--- src/rtl/ex_div_if.sv ---
// EX <-> divider request/result bundle for DIV/DIVU.
// DIV_ANNUL_EN adds the annul abort line.
interface ex_div_if #(
    parameter int unsigned DATA_W = 32
);
    logic                  start;
    logic                  signed_div;
    logic [DATA_W-1:0]     opdata1;
    logic [DATA_W-1:0]     opdata2;
`ifdef DIV_ANNUL_EN
    logic                  annul;
`endif
    logic [2*DATA_W-1:0]   result;
    logic                  ready;

    modport master (
        output start, signed_div, opdata1, opdata2,
`ifdef DIV_ANNUL_EN
        output annul,
`endif
        input  result, ready
    );

    modport slave (
        input  start, signed_div, opdata1, opdata2,
`ifdef DIV_ANNUL_EN
        input  annul,
`endif
        output result, ready
    );
endinterface

--- src/rtl/ex_div_unit.sv ---
// Multi-cycle radix-2 restoring divider for EX-stage DIV/DIVU; one division in flight.
// Optional abort input enabled by defining DIV_ANNUL_EN.
module ex_div_unit #(
    parameter int unsigned DATA_W = 32
) (
    input  logic      clk,
    input  logic      rst,
    ex_div_if.slave   div
);
    localparam int unsigned CNT_W = $clog2(DATA_W);

    typedef enum logic [1:0] {S_IDLE, S_ZERO, S_ON, S_END} state_t;

    state_t                state_q, state_d;
    logic [CNT_W-1:0]      cnt_q, cnt_d;
    logic [DATA_W-1:0]     rem_q, rem_d;
    logic [DATA_W-1:0]     quo_q, quo_d;
    logic [DATA_W-1:0]     dvs_q, dvs_d;
    logic                  sdiv_q, sdiv_d;
    logic                  ndvd_q, ndvd_d;
    logic                  ndvs_q, ndvs_d;
    logic [2*DATA_W-1:0]   result_q, result_d;
    logic                  ready_q, ready_d;

    logic                  annul_c;
    logic [DATA_W-1:0]     mag1_c, mag2_c;
    logic [DATA_W:0]       shifted_c;
    logic                  no_borrow_c;
    logic [DATA_W-1:0]     rem_step_c, quo_step_c;
    logic [DATA_W-1:0]     rem_fix_c, quo_fix_c;

`ifdef DIV_ANNUL_EN
    assign annul_c = div.annul;
`else
    assign annul_c = 1'b0;
`endif

    // Operand magnitudes; the most negative value maps onto itself (mod 2^DATA_W).
    assign mag1_c = (div.signed_div && div.opdata1[DATA_W-1]) ? (~div.opdata1 + DATA_W'(1)) : div.opdata1;
    assign mag2_c = (div.signed_div && div.opdata2[DATA_W-1]) ? (~div.opdata2 + DATA_W'(1)) : div.opdata2;

    // One restoring step; the shifted partial remainder needs an extra bit before the trial subtract.
    assign shifted_c   = {rem_q, quo_q[DATA_W-1]};
    assign no_borrow_c = (shifted_c >= {1'b0, dvs_q});
    assign rem_step_c  = no_borrow_c ? DATA_W'(shifted_c - {1'b0, dvs_q}) : shifted_c[DATA_W-1:0];
    assign quo_step_c  = {quo_q[DATA_W-2:0], no_borrow_c};

    assign quo_fix_c = (sdiv_q && (ndvd_q ^ ndvs_q)) ? (~quo_step_c + DATA_W'(1)) : quo_step_c;
    assign rem_fix_c = (sdiv_q && ndvd_q) ? (~rem_step_c + DATA_W'(1)) : rem_step_c;

    // State and datapath registers.
    always_ff @(posedge clk) begin
        if (rst) begin
            state_q  <= S_IDLE;
            cnt_q    <= '0;
            rem_q    <= '0;
            quo_q    <= '0;
            dvs_q    <= '0;
            sdiv_q   <= 1'b0;
            ndvd_q   <= 1'b0;
            ndvs_q   <= 1'b0;
            result_q <= '0;
            ready_q  <= 1'b0;
        end else begin
            state_q  <= state_d;
            cnt_q    <= cnt_d;
            rem_q    <= rem_d;
            quo_q    <= quo_d;
            dvs_q    <= dvs_d;
            sdiv_q   <= sdiv_d;
            ndvd_q   <= ndvd_d;
            ndvs_q   <= ndvs_d;
            result_q <= result_d;
            ready_q  <= ready_d;
        end
    end

    // Next state; ready/result are driven only while in END and cleared on every other path.
    always_comb begin
        state_d  = state_q;
        cnt_d    = cnt_q;
        rem_d    = rem_q;
        quo_d    = quo_q;
        dvs_d    = dvs_q;
        sdiv_d   = sdiv_q;
        ndvd_d   = ndvd_q;
        ndvs_d   = ndvs_q;
        ready_d  = 1'b0;
        result_d = '0;

        case (state_q)
            S_IDLE: begin
                if (div.start && !annul_c) begin
                    if (div.opdata2 == '0) begin
                        state_d = S_ZERO;
                    end else begin
                        state_d = S_ON;
                        rem_d   = '0;
                        quo_d   = mag1_c;
                        dvs_d   = mag2_c;
                        sdiv_d  = div.signed_div;
                        ndvd_d  = div.opdata1[DATA_W-1];
                        ndvs_d  = div.opdata2[DATA_W-1];
                        cnt_d   = '0;
                    end
                end
            end
            S_ZERO: begin
                if (annul_c) begin
                    state_d = S_IDLE;
                end else begin
                    state_d = S_END;
                    rem_d   = '0;
                    quo_d   = '0;
                end
            end
            S_ON: begin
                if (annul_c) begin
                    state_d = S_IDLE;
                end else begin
                    rem_d = rem_step_c;
                    quo_d = quo_step_c;
                    cnt_d = CNT_W'(cnt_q + 1'b1);
                    if (cnt_q == CNT_W'(DATA_W - 1)) begin
                        state_d = S_END;
                        rem_d   = rem_fix_c;
                        quo_d   = quo_fix_c;
                    end
                end
            end
            S_END: begin
                // First END cycle always presents the result so a dropped start still sees one ready pulse.
                if (annul_c || (ready_q && !div.start)) begin
                    state_d = S_IDLE;
                end else begin
                    ready_d  = 1'b1;
                    result_d = {rem_q, quo_q};
                end
            end
            default: state_d = S_IDLE;
        endcase
    end

    assign div.result = result_q;
    assign div.ready  = ready_q;
endmodule

--- src/flat_wrapper.sv ---
// flat-port wrapper written by rule: the top's interface ports become plain ports
module ex_div_unit_flat 
#(
    parameter int unsigned DATA_W = 32
)
  (clk, rst, div_start, div_signed_div, div_opdata1, div_opdata2, div_result, div_ready);
  ex_div_if #(.DATA_W(DATA_W)) div_i ();
  input  logic clk;
  input  logic rst;
  input wire logic [$bits(div_i.start)-1:0] div_start;
  input wire logic [$bits(div_i.signed_div)-1:0] div_signed_div;
  input wire logic [$bits(div_i.opdata1)-1:0] div_opdata1;
  input wire logic [$bits(div_i.opdata2)-1:0] div_opdata2;
  output wire logic [$bits(div_i.result)-1:0] div_result;
  output wire logic [$bits(div_i.ready)-1:0] div_ready;
  assign div_i.start = div_start;
  assign div_i.signed_div = div_signed_div;
  assign div_i.opdata1 = div_opdata1;
  assign div_i.opdata2 = div_opdata2;
  assign div_result = div_i.result;
  assign div_ready = div_i.ready;
  ex_div_unit #(.DATA_W(DATA_W)) u_core (.clk(clk), .rst(rst), .div(div_i));
endmodule
--- config.mk ---
export PLATFORM = sky130hd
export DESIGN_NAME = ex_div_unit_flat
export DESIGN_NICKNAME = d
export VERILOG_FILES = /design/src/rtl/ex_div_if.sv /design/src/rtl/ex_div_unit.sv /design/src/flat_wrapper.sv
export SDC_FILE = /design/constraint.sdc
export NUM_CORES = 1
export LEC_CHECK = 0
export ABC_CLOCK_PERIOD_IN_PS = 3800
export BUFFER_PORTS_ARGS = -buffer_cell sky130_fd_sc_hd__buf_2
export CORE_MARGIN = 5
export CORE_UTILIZATION = 49
export DETAILED_ROUTE_END_ITERATION = 10
export MAX_ROUTING_LAYER = met4
export PLACE_DENSITY = 0.77
export SYNTH_ARGS = -nofsm -noshare
export SYNTH_HDL_FRONTEND = slang
export SYNTH_SLANG_ARGS = --single-unit
--- constraint.sdc ---
create_clock -name clk -period 3.8 [get_ports clk]
set_clock_uncertainty 0.15 [all_clocks]
set_input_delay 0.76 -clock clk [delete_from_list [all_inputs] [get_ports clk]]
set_output_delay 0.76 -clock clk [all_outputs]
set_load 0.005 [all_outputs]
After elaboration in Yosys (flattened, before gate mapping)
Index checks and enable logic that the tools add are counted.
{"block": "totals", "out_inout_bits": 65, "in_bits": 68, "reg_bits": 171}
{"block": "classes", "mux": 22, "add_sub_neg": 6, "bitwise": 7, "n_lt_le_gt_ge": 1, "n_reduce_logical": 16, "n_eq_ne": 8}
{"operator": "$mux 32", "n": 11}
{"operator": "$pmux 32 s3", "n": 2}
{"operator": "$add 32x1->32 const B", "n": 4}
{"operator": "$not 32->32", "n": 4}
{"operator": "$ge 33x32->1", "n": 1}
{"operator": "$logic_not 32->1", "n": 1}
{"operator": "$sub 32x32->32", "n": 1}
{"operator": "$reduce_and 3->1", "n": 4}
{"operator": "$mux 5", "n": 2}
{"operator": "$pmux 5 s2", "n": 1}
{"operator": "$mux 2", "n": 4}
{"operator": "$pmux 2 s4", "n": 1}
{"operator": "$add 5x1->5 const B", "n": 1}
{"operator": "$eq 5x5->1 const B", "n": 1}
{"operator": "$logic_and 1x1->1", "n": 5}
{"operator": "$eq 2x2->1 const B", "n": 2}
{"operator": "$ne 2x1->1 const B", "n": 2}
{"operator": "$ne 2x2->1 const B", "n": 2}
{"operator": "$reduce_bool 3->1", "n": 1}
{"operator": "$reduce_or 3->1", "n": 1}
{"operator": "$eq 2x1->1 const B", "n": 1}
{"operator": "$logic_not 2->1", "n": 1}
{"operator": "$not 1->1", "n": 2}
{"operator": "$reduce_bool 2->1", "n": 1}
{"operator": "other kinds (4)", "n": 4}

Longest topological paths before layout
Gate-level depths: netlist (run 1).
{"block": "logic_depth", "depth_word": 7, "depth_mapped": 21, "depth_no_buf": 18}

Worst setup path after synthesis (run 1)
OpenSTA, ideal clock, no wires.
{"block": "synth_path", "path_type": "flip-flop to flip-flop", "start": "reg u_core.dvs_q[29]", "end": "reg u_core.quo_q[30]", "arrival_time_ps": 3728, "stages_incl_launch_ff": 21, "path_buffers": 2, "setup_slack_ps": -143, "path_cell_list": "dfxtp_1 > inv_1 > ha_1 > a21o_1 > a21o_1 > a2111oi_0 > o221ai_1 > a31o_2 > inv_2 > buf_2 > buf_1 > ha_1 > nand2_1 > nor2_1 > a31oi_1 > nor2_1 > nand2_1 > xnor2_1 > o221ai_1 > o21ai_0 > nor2_1"}
{"block": "synth_via", "elab_chain_cells": 6}
{"element": "start: declaration", "line": "ex_div_unit.sv:18", "rtl": "logic [DATA_W-1:0] dvs_q, dvs_d;"}
{"element": "start signal: assignment", "line": "ex_div_unit.sv:69", "rtl": "dvs_q <= dvs_d;"}
{"element": "$ge 33x32->1", "line": "ex_div_unit.sv:44", "rtl": "assign no_borrow_c = (shifted_c >= {1'b0, dvs_q});"}
{"element": "$not 32->32", "line": "ex_div_unit.sv:48", "rtl": "assign quo_fix_c = (sdiv_q && (ndvd_q ^ ndvs_q)) ? (~quo_step_c + DATA_W'(1)) : quo_step_c;"}
{"element": "$add 32x1->32", "line": "ex_div_unit.sv:48"}
{"element": "$mux 32", "line": "ex_div_unit.sv:48"}
{"element": "$mux 32", "line": "ex_div_unit.sv:124", "rtl": "if (cnt_q == CNT_W'(DATA_W - 1)) begin"}
{"element": "$pmux 32 s3", "line": "ex_div_unit.sv:91", "rtl": "case (state_q)"}
{"element": "end signal: assignment", "line": "ex_div_unit.sv:68", "rtl": "quo_q <= quo_d;"}
{"element": "end: declaration", "line": "ex_div_unit.sv:17", "rtl": "logic [DATA_W-1:0] quo_q, quo_d;"}
Every way passes these cells.
A chain may end at the register's enable or synchronous reset.

Final worst setup path (run 1)
{"block": "layout_path", "start": "reg u_core.dvs_q[16]", "end": "reg u_core.quo_q[28]"}
Same word-level chain as after synthesis.

==> impl_metrics.json, run 1 <==
{
  "root_buffer": "clkbuf_16",
  "cp-startpoint": "u_core.dvs_q[16]$_SDFFE_PP0P_",
  "drt-initial-drc-count": 1005,
  "syn_area_sq_um": 11220,
  "yosysTopAreaCell": "dfxtp_1",
  "worst_ep_arrival_time_ns": 3.91,
  "dieArea_sq_um": 26030,
  "dp_hpwl_um": 27730,
  "tritoncts.num_buffers": 17,
  "netlist_instances": 1456,
  "place_inst": 1914,
  "grt_pass1_wl_um": 57490,
  "worstHoldStart": "u_core.dvs_q[22]$_SDFFE_PP0P_",
  "critPathRequiredTime_ns": 3.96,
  "period_share": 0.9879,
  "tightest_slew_ns": 1.195,
  "rows": 55,
  "grt_antenna_before_repair": 0,
  "hold_class": "register to register",
  "io_buffer_count": 132,
  "utilization": 0.6150,
  "viasPerCell": 5.897,
  "n_antenna_cell": 0,
  "start_util": 0.4972,
  "synth_warnings": 0,
  "critPathCaptureType": "register",
  "status": "finished clean",
  "leakage_nw": 5.705,
  "worstSetupPathType": "register to register",
  "n_fill_cell": 1995,
  "clock_tree.buffer_depth": 2,
  "drive_gt1_frac": 0.2219,
  "routedWlPerCell_um": 18.77,
  "synth_top_cell_area_share": 0.3051,
  "cap_violations": 0,
  "cts_tree": "built",
  "synth_edf_count": 0,
  "grt_usage": 0.2800,
  "async_flop_share": 0,
  "io_pins": 133,
  "cts_hold_buf": 0,
  "crit_path_max_fanout": 5,
  "setup_viol": 0,
  "grt_pass1_vias": 10850,
  "ys.flop_type": "dfxtp_1",
  "dr.pass1.iters": 6,
  "overflow": 0,
  "ant_nets": 0,
  "fin_nets": 1769,
  "timing.rr.start": "u_core.dvs_q[16]$_SDFFE_PP0P_",
  "synth_area_per_cell_sq_um": 7.707,
  "synth.area.top_cells": "dfxtp_1, xnor2_1, nor2_1",
  "final-instance-count-excl-fill": 1957,
  "max_slew_margin": 0.2011,
  "clock-sinks": 171,
  "drt_wl_total_um": 36740,
  "die_w_um": 161.3,
  "grt_max_degree": 69,
  "synth_common_cells": "nor2_1, dfxtp_1, nand2_1",
  "hold_violations": 0,
  "fin_crit_ns": 3.754,
  "synth.most_common_cell": "nor2_1",
  "synth_seq_cells": 171,
  "core_sq_um": 22570,
  "power.density_nw_per_um2": 606.0,
  "clock_latency_ns": 0.44,
  "rsz0062_at_grt": "yes",
  "htreeDepth": 4,
  "syn_nets": 1566,
  "finalMaxSlewViolations": 0,
  "place.gp.congestion": 1.009,
  "vias": 11540,
  "drc": 0,
  "seq_area_frac_synth": 0.3051,
  "worst_hold_slack_ns": 0.3052,
  "crit_path_start_kind": "register",
  "yosysUniqueCellTypes": 82,
  "clk_pin_slew_ns": 0.07,
  "ir_drop_mv": 0.3286,
  "dieHeight_um": 161.3,
  "syn_to_final_growth_pct": 23.69,
  "fmaxAchievable_mhz": 266.4
}
worst max-delay path: stages (launching register included):
cell	delay [ns]
dfxtp_1	0.31
inv_1	0.08
ha_1	0.35
a21oi_1	0.29
o21ai_0	0.17
a21oi_2	0.20
nand3_1	0.16
a31o_2	0.32
inv_2	0.12
ha_1	0.19
nand2_1	0.11
nor2_4	0.19
a31oi_2	0.15
nor2_1	0.22
buf_4	0.16
xor2_1	0.13
o221ai_1	0.13
o21ai_1	0.13
nor2_1	0.05
per-stage QoR:
step	TNS (ns)	setup WS (ns)	cell area, sq um	total power, mW
finish	0	0.04610	13880	8.412
global route	-0.5055	-0.1138	13880	8.932
CTS	0	0.004444	13510	8.089
detailed placement	-0.1102	-0.05781	12850	6.217
global placement	0	0.0002860	12850	6.176
floorplan	0	0.001228	11230	4.867
sequential cells by signal, indices dropped and copies added, names as in the netlist:
| register | count |
|---|---|
| u_core.div.result | 64 |
| u_core.cnt_q | 5 |
| u_core.ndvs_q | 1 |
| u_core.rem_q | 32 |
| u_core.dvs_q | 32 |
| u_core.sdiv_q | 1 |
| u_core.quo_q | 32 |
| u_core.ndvd_q | 1 |
| u_core.div.ready | 1 |
| u_core.state_q | 2 |
cells by family (layout without fill, tap and decap cells):
family	Yosys count	count (layout)	synth area share
muxes	26	26	0.02464
buffers and inverters	146	362	0.05151
AOI/OAI and AO/OA	409	409	0.2385
xor gates and xnor gates	140	140	0.1093
and+or+nand+nor	522	522	0.2235
adders and majority gates	42	42	0.04750
DFF	171	171	0.3051
area by class of cell:
cell class,instances,area (sq um),share of cell area
Sequential cell,171,3427,0.2469
Clock buffer,18,429.2,0.03092
Tap cell,285,356.6,0.02569
Multi-Input combinational cell,1139,7552,0.5441
Timing Repair Buffer,265,1694,0.1220
Inverter,65,244.0,0.01758
Clock inverter,14,177.7,0.01280
metal layers:
| metal | track usage | vias up | part of all wire |
|---|---|---|---|
| met5 | - | - | 0 |
| met4 | 0.07716 | 0 | 0.023 |
| met3 | 0.04848 | 67 | 0.073 |
| met2 | 0.4564 | 484 | 0.47 |
| met1 | 0.3603 | 5394 | 0.43 |
| li1 | - | 5595 | - |
where the power goes:
| part | total, mW | internal [mW] | leakage, nW | switching [mW] |
|---|---|---|---|---|
| Clock | 1.81 | 0.947 | 0.293 | 0.860 |
| Combinational | 4.33 | 1.72 | 4.02 | 2.62 |
| Sequential | 2.27 | 2.05 | 1.39 | 0.227 |
| Total | 8.41 | 4.71 | 5.70 | 3.70 |
final timing paths:
| check | endpoint | slack [ns] | cells past startpoint |
|---|---|---|---|
| max | u_core.quo_q[28]$_SDFFE_PP0P_ | 0.05 | 18 |
| min | u_core.dvs_q[22]$_SDFFE_PP0P_ | 0.31 | 2 |
| min reg2reg | u_core.dvs_q[22]$_SDFFE_PP0P_ | 0.31 | 2 |
| max reg2reg | u_core.quo_q[28]$_SDFFE_PP0P_ | 0.05 | 18 |
what timing repair did:
item                                    CTS  global route
resized for setup                         8            66
endpoints found under the setup margin    9            45
setup buffers                             2             9
pin swaps                                 3            19
cloned                                    0             0
layout by cell type (no fill, tap or decap), types with 5 or more instances in the layout:
cell type	count
nor2_1	169
o31ai_1	9
and3_1	12
o21ai_0	80
a21oi_2	7
inv_1	62
dfxtp_1	168
a21o_1	7
o22ai_1	6
nor4_1	14
xor2_1	51
a211oi_1	31
buf_2	131
nor3_1	46
o21bai_1	5
nand2_1	125
nand4_1	9
a31oi_1	23
o21ai_1	15
and2_1	68
a22oi_1	17
ha_1	36
o211ai_1	9
nand3_1	17
a21oi_1	95
o41ai_1	6
buf_4	130
o221ai_1	29
or4_1	5
or3_1	14
nand2b_1	6
mux2i_1	22
inv_8	5
clkbuf_16	17
xnor2_1	88
o21a_1	7
No activity file was read; power rests on OpenSTA's default activity.
==> run 2, diff against run 1 <==
CORE_UTILIZATION = 54   (was 49)
MAX_ROUTING_LAYER = unset   (was met4)
PLACE_DENSITY = 0.78   (was 0.77)
==> run 2 against run 1 <==
Compared with the run above: the flow now finishes with violations (negative setup slack); register-to-register slack got worse by 0.12 ns; setup slack worse by 0.12 ns; maximum frequency down 3.1%; combinational power is 0.9% lower; final cell count fell by 0.92%; first-iteration DRC count grew 7.2%; count of clock-buffer cells in the layout is 1 lower; die area fell by 8.7%; final area decreased by 0.57%; critical path type unchanged; largest cell class unchanged.
==> impl_metrics.json, run 2 (synthesized netlist as in run 1, its figures left out) <==
{
  "cap_violations": 0,
  "power.density_nw_per_um2": 603.9,
  "hold_class": "register to register",
  "fin_crit_ns": 3.875,
  "netSwitchingPower_mw": 3.749,
  "n_fill_cell": 1692,
  "drt-initial-drc-count": 1077,
  "switching_share": 0.4498,
  "reg2reg_to": "u_core.rem_q[30]$_SDFFE_PP0P_",
  "period_share": 1.020,
  "largest_register_ffs": 64,
  "p_comb_frac": 0.514,
  "tritoncts.num_buffers": 17,
  "routedWlPerCell_um": 18.60,
  "cp_slowest_stage_delay_ns": 0.54,
  "cts_tree": "built",
  "core_sq_um": 20360,
  "io_pins": 133,
  "grt_pass1_vias": 11080,
  "setup_viol": 2,
  "max_slew_margin": 0.2612,
  "fin_nets": 1764,
  "dieArea_sq_um": 23760,
  "layout_commonest_cell": "nor2_1",
  "timing.rr.start": "u_core.dvs_q[6]$_SDFFE_PP0P_",
  "crit_end": "u_core.rem_q[30]$_SDFFE_PP0P_",
  "place.gp.congestion": 0.9894,
  "clk_pin_slew_ns": 0.08,
  "ant_nets": 0,
  "root_buffer": "clkbuf_16",
  "start_util": 0.5511,
  "post-place-ws_ns": -0.06887,
  "grt_usage": 0.2883,
  "syn_to_final_growth_pct": 22.99,
  "cpMostUsedCell": "buf_4",
  "cp_slowest_cell": "nor4_1",
  "fmaxAchievable_mhz": 258.1,
  "dpl_cell_area_sq_um": 12850,
  "fin_ws_ns": -0.07462,
  "crit_path_max_fanout": 7,
  "p_int_mw": 4.586,
  "worst_ep_arrival_time_ns": 4.10,
  "grt_max_degree": 60,
  "rr_worst_depth": 15,
  "clock_latency_ns": 0.45,
  "path_cells": "inv_1 > ha_1 > a21oi_1 > o21ai_0 > nand4_1 > nand3_1 > a31o_4 > buf_4 > buf_4 > nor4_1 > a31oi_4 > nor4_4 > a31oi_1 > xor2_1 > o21ai_1",
  "mostFrequentLayoutCells": "nor2_1, dfxtp_1, buf_2, nand2_1, buf_4",
  "ir_drop_mv": 0.3676,
  "dp_hpwl_um": 26320,
  "drive_gt1_frac": 0.2172,
  "htreeDepth": 4,
  "stdcell_area_sq_um": 13800,
  "hold_violations": 0,
  "clock-sinks": 171,
  "grt_antenna_before_repair": 2,
  "clock_tree.buffer_depth": 2,
  "critPathCaptureType": "register",
  "crit_path_start_kind": "register",
  "cp-startpoint": "u_core.dvs_q[6]$_SDFFE_PP0P_",
  "violations": "negative setup slack",
  "critPathRequiredTime_ns": 4.03,
  "finalMaxSlewViolations": 0,
  "p_clk_frac": 0.214,
  "tightest_slew_ns": 1.106,
  "vias": 11800,
  "dr.pass1.iters": 6,
  "worstSetupPathType": "register to register",
  "drt_wl_total_um": 36060,
  "io_buffer_count": 132,
  "dieHeight_um": 154.2,
  "drc": 0,
  "overflow": 0,
  "worst_hold_slack_ns": 0.3098,
  "cts_hold_buf": 0,
  "p_seq_frac": 0.272,
  "total_power_mw": 8.335,
  "leakage_nw": 5.661,
  "rows": 52,
  "viasPerCell": 6.087,
  "status": "complete, but fails checks",
  "reg2reg_slack_ns": -0.07,
  "die_w_um": 154.2,
  "grt_pass1_wl_um": 57060,
  "rsz0062_at_grt": "yes"
}
run 2: cell count changes in the layout (fill, tap and decap cells not counted), moves of 3 or more:
cell     previous run  this run
buf_4             130       125
nor2_2              3         0
a21oi_1            95        98
a21oi_2             7         4
o21ai_0            80        83
o21ai_1            15        12
run 2: layer usage:
| metal | GRT usage | share of wire | vias to the layer above |
|---|---|---|---|
| met5 | 0 | 0 | - |
| met4 | 0.1018 | 0.030 | 0 |
| met3 | 0.04890 | 0.095 | 83 |
| met2 | 0.4561 | 0.46 | 620 |
| met1 | 0.3972 | 0.42 | 5498 |
| li1 | - | - | 5602 |
run 2: what timing repair did:
action,in CTS,in global routing
gates resized for setup,3,64
endpoints found under the setup margin,5,43
pin swaps,2,20
setup buffers,0,5
run 2: stage by stage:
stage | std cells | TNS [ns] | util
4_1_cts | 1932 | 0 | 0.6608
3_3_place_gp | 1900 | -0.005810 | 0.6309
5_1_grt | 1939 | -0.5201 | 0.6777
3_5_place_dp | 1900 | -0.1110 | 0.6309
2_1_floorplan | 1456 | 0 | -
6_report | 1939 | -0.08455 | 0.6777
run 2: worst min path at each step:
stage	start	endpoint	slack, ns	cells past startpoint
floorplan	u_core.dvs_q[18]$_SDFFE_PP0P_	u_core.dvs_q[18]$_SDFFE_PP0P_	0.28	2
global placement	u_core.dvs_q[31]$_SDFFE_PP0P_	u_core.dvs_q[31]$_SDFFE_PP0P_	0.29	2
detailed placement	u_core.dvs_q[31]$_SDFFE_PP0P_	u_core.dvs_q[31]$_SDFFE_PP0P_	0.30	2
CTS	u_core.dvs_q[31]$_SDFFE_PP0P_	u_core.dvs_q[31]$_SDFFE_PP0P_	0.31	2
global route	u_core.dvs_q[22]$_SDFFE_PP0P_	u_core.dvs_q[22]$_SDFFE_PP0P_	0.33	2
finish	u_core.dvs_q[31]$_SDFFE_PP0P_	u_core.dvs_q[31]$_SDFFE_PP0P_	0.31	2
run 2: critical path, delay by kind of cell (launching register included):
| family | cells | cell delay [ns] |
|---|---|---|
| buf+inv | 3 | 0.42 |
| flops | 1 | 0.32 |
| simple gates | 4 | 1.21 |
| compound gates | 6 | 1.14 |
| fa+ha+maj | 1 | 0.39 |
| xor+xnor | 1 | 0.18 |
run 2: area by class of cell:
cell class | count | area, sq um | share of cell area
Sequential cell | 171 | 3427 | 0.2483
Antenna cell | 2 | 5.005 | 0.0003626
Multi-Input combinational cell | 1139 | 7535 | 0.5459
Clock inverter | 15 | 168.9 | 0.01224
Tap cell | 270 | 337.8 | 0.02448
Inverter | 65 | 246.5 | 0.01786
Timing Repair Buffer | 260 | 1657 | 0.1200
Clock buffer | 17 | 425.4 | 0.03082
run 2: power groups by stage:
| stage | Clock (mW) | Combinational (mW) | Sequential, mW |
|---|---|---|---|
| after CTS | 1.79 | 3.93 | 2.26 |
| after floorplan | 0 | 2.63 | 2.24 |
| final | 1.78 | 4.29 | 2.27 |
| after global routing | 1.87 | 4.62 | 2.30 |
| after detailed placement | 0 | 3.87 | 2.30 |
| after global placement | 0 | 3.80 | 2.28 |
==> run 3, diff against run 2 <==
--- a/config.mk
+++ b/config.mk
@@ -7,8 +7,8 @@
 export LEC_CHECK = 0
-export ABC_CLOCK_PERIOD_IN_PS = 3800
+export ABC_CLOCK_PERIOD_IN_PS = 4900
 export BUFFER_PORTS_ARGS = -buffer_cell sky130_fd_sc_hd__buf_2
 export CORE_MARGIN = 5
-export CORE_UTILIZATION = 54
+export CORE_UTILIZATION = 55
 export DETAILED_ROUTE_END_ITERATION = 10
-export PLACE_DENSITY = 0.78
+export PLACE_DENSITY = 0.76
 export SYNTH_ARGS = -nofsm -noshare
==> constraint.sdc (replaced) <==
create_clock -name clk -period 4.9 [get_ports clk]
set_clock_uncertainty 0.15 [all_clocks]
set_input_delay 0.98 -clock clk [delete_from_list [all_inputs] [get_ports clk]]
set_output_delay 0.98 -clock clk [all_outputs]
set_load 0.1 [all_outputs]
==> run 3 against run 2 <==
Compared with the run above: largest power group unchanged; sequential power decreased by 22%; flip-flop and latch count unchanged; critical endpoint is now u_core.quo_q[30]$_SDFFE_PP0P_; total power is 28% lower; count of clock-buffer cells in the layout increased by 1; wire length shrank 7.4%; critical path depth grew 2; critical path type unchanged; via count fell by 6.9%; the flow now finishes without violations.
==> impl_metrics.json, run 3 (synthesized netlist as in run 1, its figures left out) <==
{
  "grt_pass1_wl_um": 53390,
  "place.gp.congestion": 0.9805,
  "grt_antenna_before_repair": 2,
  "dp_hpwl_um": 24680,
  "multi_input_area_sq_um": 7234,
  "core_sq_um": 20170,
  "worstSetupPathType": "register to register",
  "power.density_nw_per_um2": 475.8,
  "routedWlPerCell_um": 18.27,
  "leakage_nw": 5.087,
  "fin_crit_ns": 4.423,
  "switching_share": 0.4416,
  "hold_violations": 0,
  "syn_to_final_growth_pct": 13.03,
  "status": "finished clean",
  "cpMostUsedCell": "nor2_1",
  "fmaxAchievable_mhz": 226.1,
  "dieArea_sq_um": 23360,
  "rows": 52,
  "critPathTopFamily": "compound AO/OA/AOI/OAI gates",
  "fin_setup_tns_ns": 0,
  "cap_violations": 0,
  "timing.rr.start": "u_core.rem_q[28]$_SDFFE_PP0P_",
  "die_w_um": 152.8,
  "viasPerCell": 6.014,
  "drive_gt1_frac": 0.1337,
  "n_fill_cell": 1748,
  "p_clk_frac": 0.244,
  "clk_pin_slew_ns": 0.07,
  "grt_max_degree": 60,
  "mostFrequentLayoutCells": "nor2_1, dfxtp_1, buf_2, nand2_1, a21oi_1",
  "worstHoldStart": "u_core.dvs_q[0]$_SDFFE_PP0P_",
  "root_buffer": "clkbuf_16",
  "rsz0062_at_grt": "no",
  "drc": 0,
  "cts_hold_buf": 0,
  "setup_viol": 0,
  "layout_commonest_cell": "nor2_1",
  "cp_slowest_cell": "a2111oi_2",
  "ant_nets": 0,
  "period_share": 0.9027,
  "critPathCaptureType": "register",
  "clock-sinks": 171,
  "start_util": 0.5564,
  "worstHoldEndpoint": "u_core.dvs_q[0]$_SDFFE_PP0P_",
  "crit_buf_inv": 1,
  "largest_register_ffs": 64,
  "io_pins": 133,
  "grt_usage": 0.2750,
  "tritoncts.num_buffers": 17,
  "drt_wl_total_um": 33390,
  "utilization": 0.6289,
  "drt-initial-drc-count": 1148,
  "p_int_mw": 3.370,
  "worst_hold_slack_ns": 0.3195,
  "netSwitchingPower_mw": 2.665,
  "reg2reg_to": "u_core.quo_q[30]$_SDFFE_PP0P_",
  "fin_nets": 1653,
  "p_comb_frac": 0.464,
  "clock_latency_ns": 0.44,
  "dieHeight_um": 152.8,
  "overflow": 0,
  "crit_path_max_fanout": 14,
  "hold_class": "register to register",
  "tightest_slew_ns": 1.167,
  "dr.pass1.iters": 5,
  "clock_tree.buffer_depth": 2,
  "cts_tree": "built",
  "rr_worst_depth": 17,
  "grt_pass1_vias": 10060,
  "p_seq_frac": 0.292,
  "hold_depth": 2,
  "io_buffer_count": 132,
  "ir_drop_mv": 0.3053,
  "path_cells": "ha_1 > a21o_1 > a21o_1 > a2111oi_2 > o221ai_1 > a31o_2 > inv_2 > ha_1 > nand2_1 > nor2_1 > a31oi_1 > nor2_1 > nand2_1 > xnor2_1 > o221ai_1 > o21ai_0 > nor2_1",
  "htreeDepth": 4,
  "finalMaxSlewViolations": 0,
  "max_slew_margin": 0.2200,
  "seqCellArea_sq_um": 3423,
  "reg2reg_slack_ns": 0.48,
  "cp_slowest_stage_delay_ns": 0.50,
  "crit_path_start_kind": "register",
  "vias": 10990,
  "critPathRequiredTime_ns": 5.13,
  "worst_ep_arrival_time_ns": 4.65
}
## run 3: cell count changes in the layout (fill, tap and decap cells not counted), moves of 4 or more
| cell | delta |
|---|---|
| a41oi_1 | +4 |
| a41oi_2 | -4 |
| ha_1 | +4 |
| a21oi_1 | +4 |
| a31oi_1 | +4 |
| buf_4 | -108 |
## run 3: worst min-delay path, cell delays in order, from the launching register on
cell	delay, ns
dfxtp_1	0.32
nand2_1	0.05
a21oi_1	0.05
## run 3: power by group through the flow
| stage | Sequential, mW | Combinational, mW | Clock [mW] |
|---|---|---|---|
| after detailed placement | 1.78 | 2.72 | 0 |
| after global placement | 1.78 | 2.70 | 0 |
| after CTS | 1.75 | 2.74 | 1.49 |
| after floorplan | 1.78 | 2.03 | 0 |
| after global routing | 1.78 | 3.06 | 1.55 |
| final | 1.76 | 2.80 | 1.47 |
## run 3: worst max-delay path by stage
stage          slack [ns]                          start                       endpoint  cells past startpoint
2_1_floorplan        0.96  u_core.dvs_q[29]$_SDFFE_PP0P_  u_core.quo_q[30]$_SDFFE_PP0P_                     20
3_3_place_gp         0.40  u_core.rem_q[26]$_SDFFE_PP0P_  u_core.quo_q[30]$_SDFFE_PP0P_                     17
3_5_place_dp         0.23  u_core.rem_q[28]$_SDFFE_PP0P_  u_core.quo_q[30]$_SDFFE_PP0P_                     17
4_1_cts              0.20  u_core.rem_q[28]$_SDFFE_PP0P_  u_core.quo_q[30]$_SDFFE_PP0P_                     17
5_1_grt              0.14  u_core.rem_q[26]$_SDFFE_PP0P_  u_core.quo_q[30]$_SDFFE_PP0P_                     17
6_report             0.48  u_core.rem_q[28]$_SDFFE_PP0P_  u_core.quo_q[30]$_SDFFE_PP0P_                     17
## run 3: layer usage
metal,track usage,up-vias,share of wire
met1,0.3844,5102,0.45
met3,0.04354,55,0.075
met4,0.08910,0,0.024
li1,-,5376,-
met5,0,-,0
met2,0.4367,460,0.45
## run 3: what timing repair did
action                     CTS  global route
buffers inserted             0             0
setup endpoints to repair    0             5
resized for setup            0             2
## run 3: through the flow
stage          instances  cell area (sq um)  setup WS [ns]  power [mW]
4_1_cts             1826              12670         0.2039       5.986
2_1_floorplan       1456              11220         0.9571       3.813
5_1_grt             1828              12680         0.1372       6.398
3_5_place_dp        1794              12040         0.2262       4.505
6_report            1828              12680         0.4769       6.035
3_3_place_gp        1794              12040         0.3961       4.482
## run 3: cell type report
cell class                 count  share of cell area
multi-input combinational   1139              0.5703
sequential                   171              0.2699
inverter                      65             0.01923
timing repair buffer         149             0.06333
clock inverter                14             0.01558
clock buffer                  18             0.03462
antenna                        2           0.0003946
tap                          270             0.02663
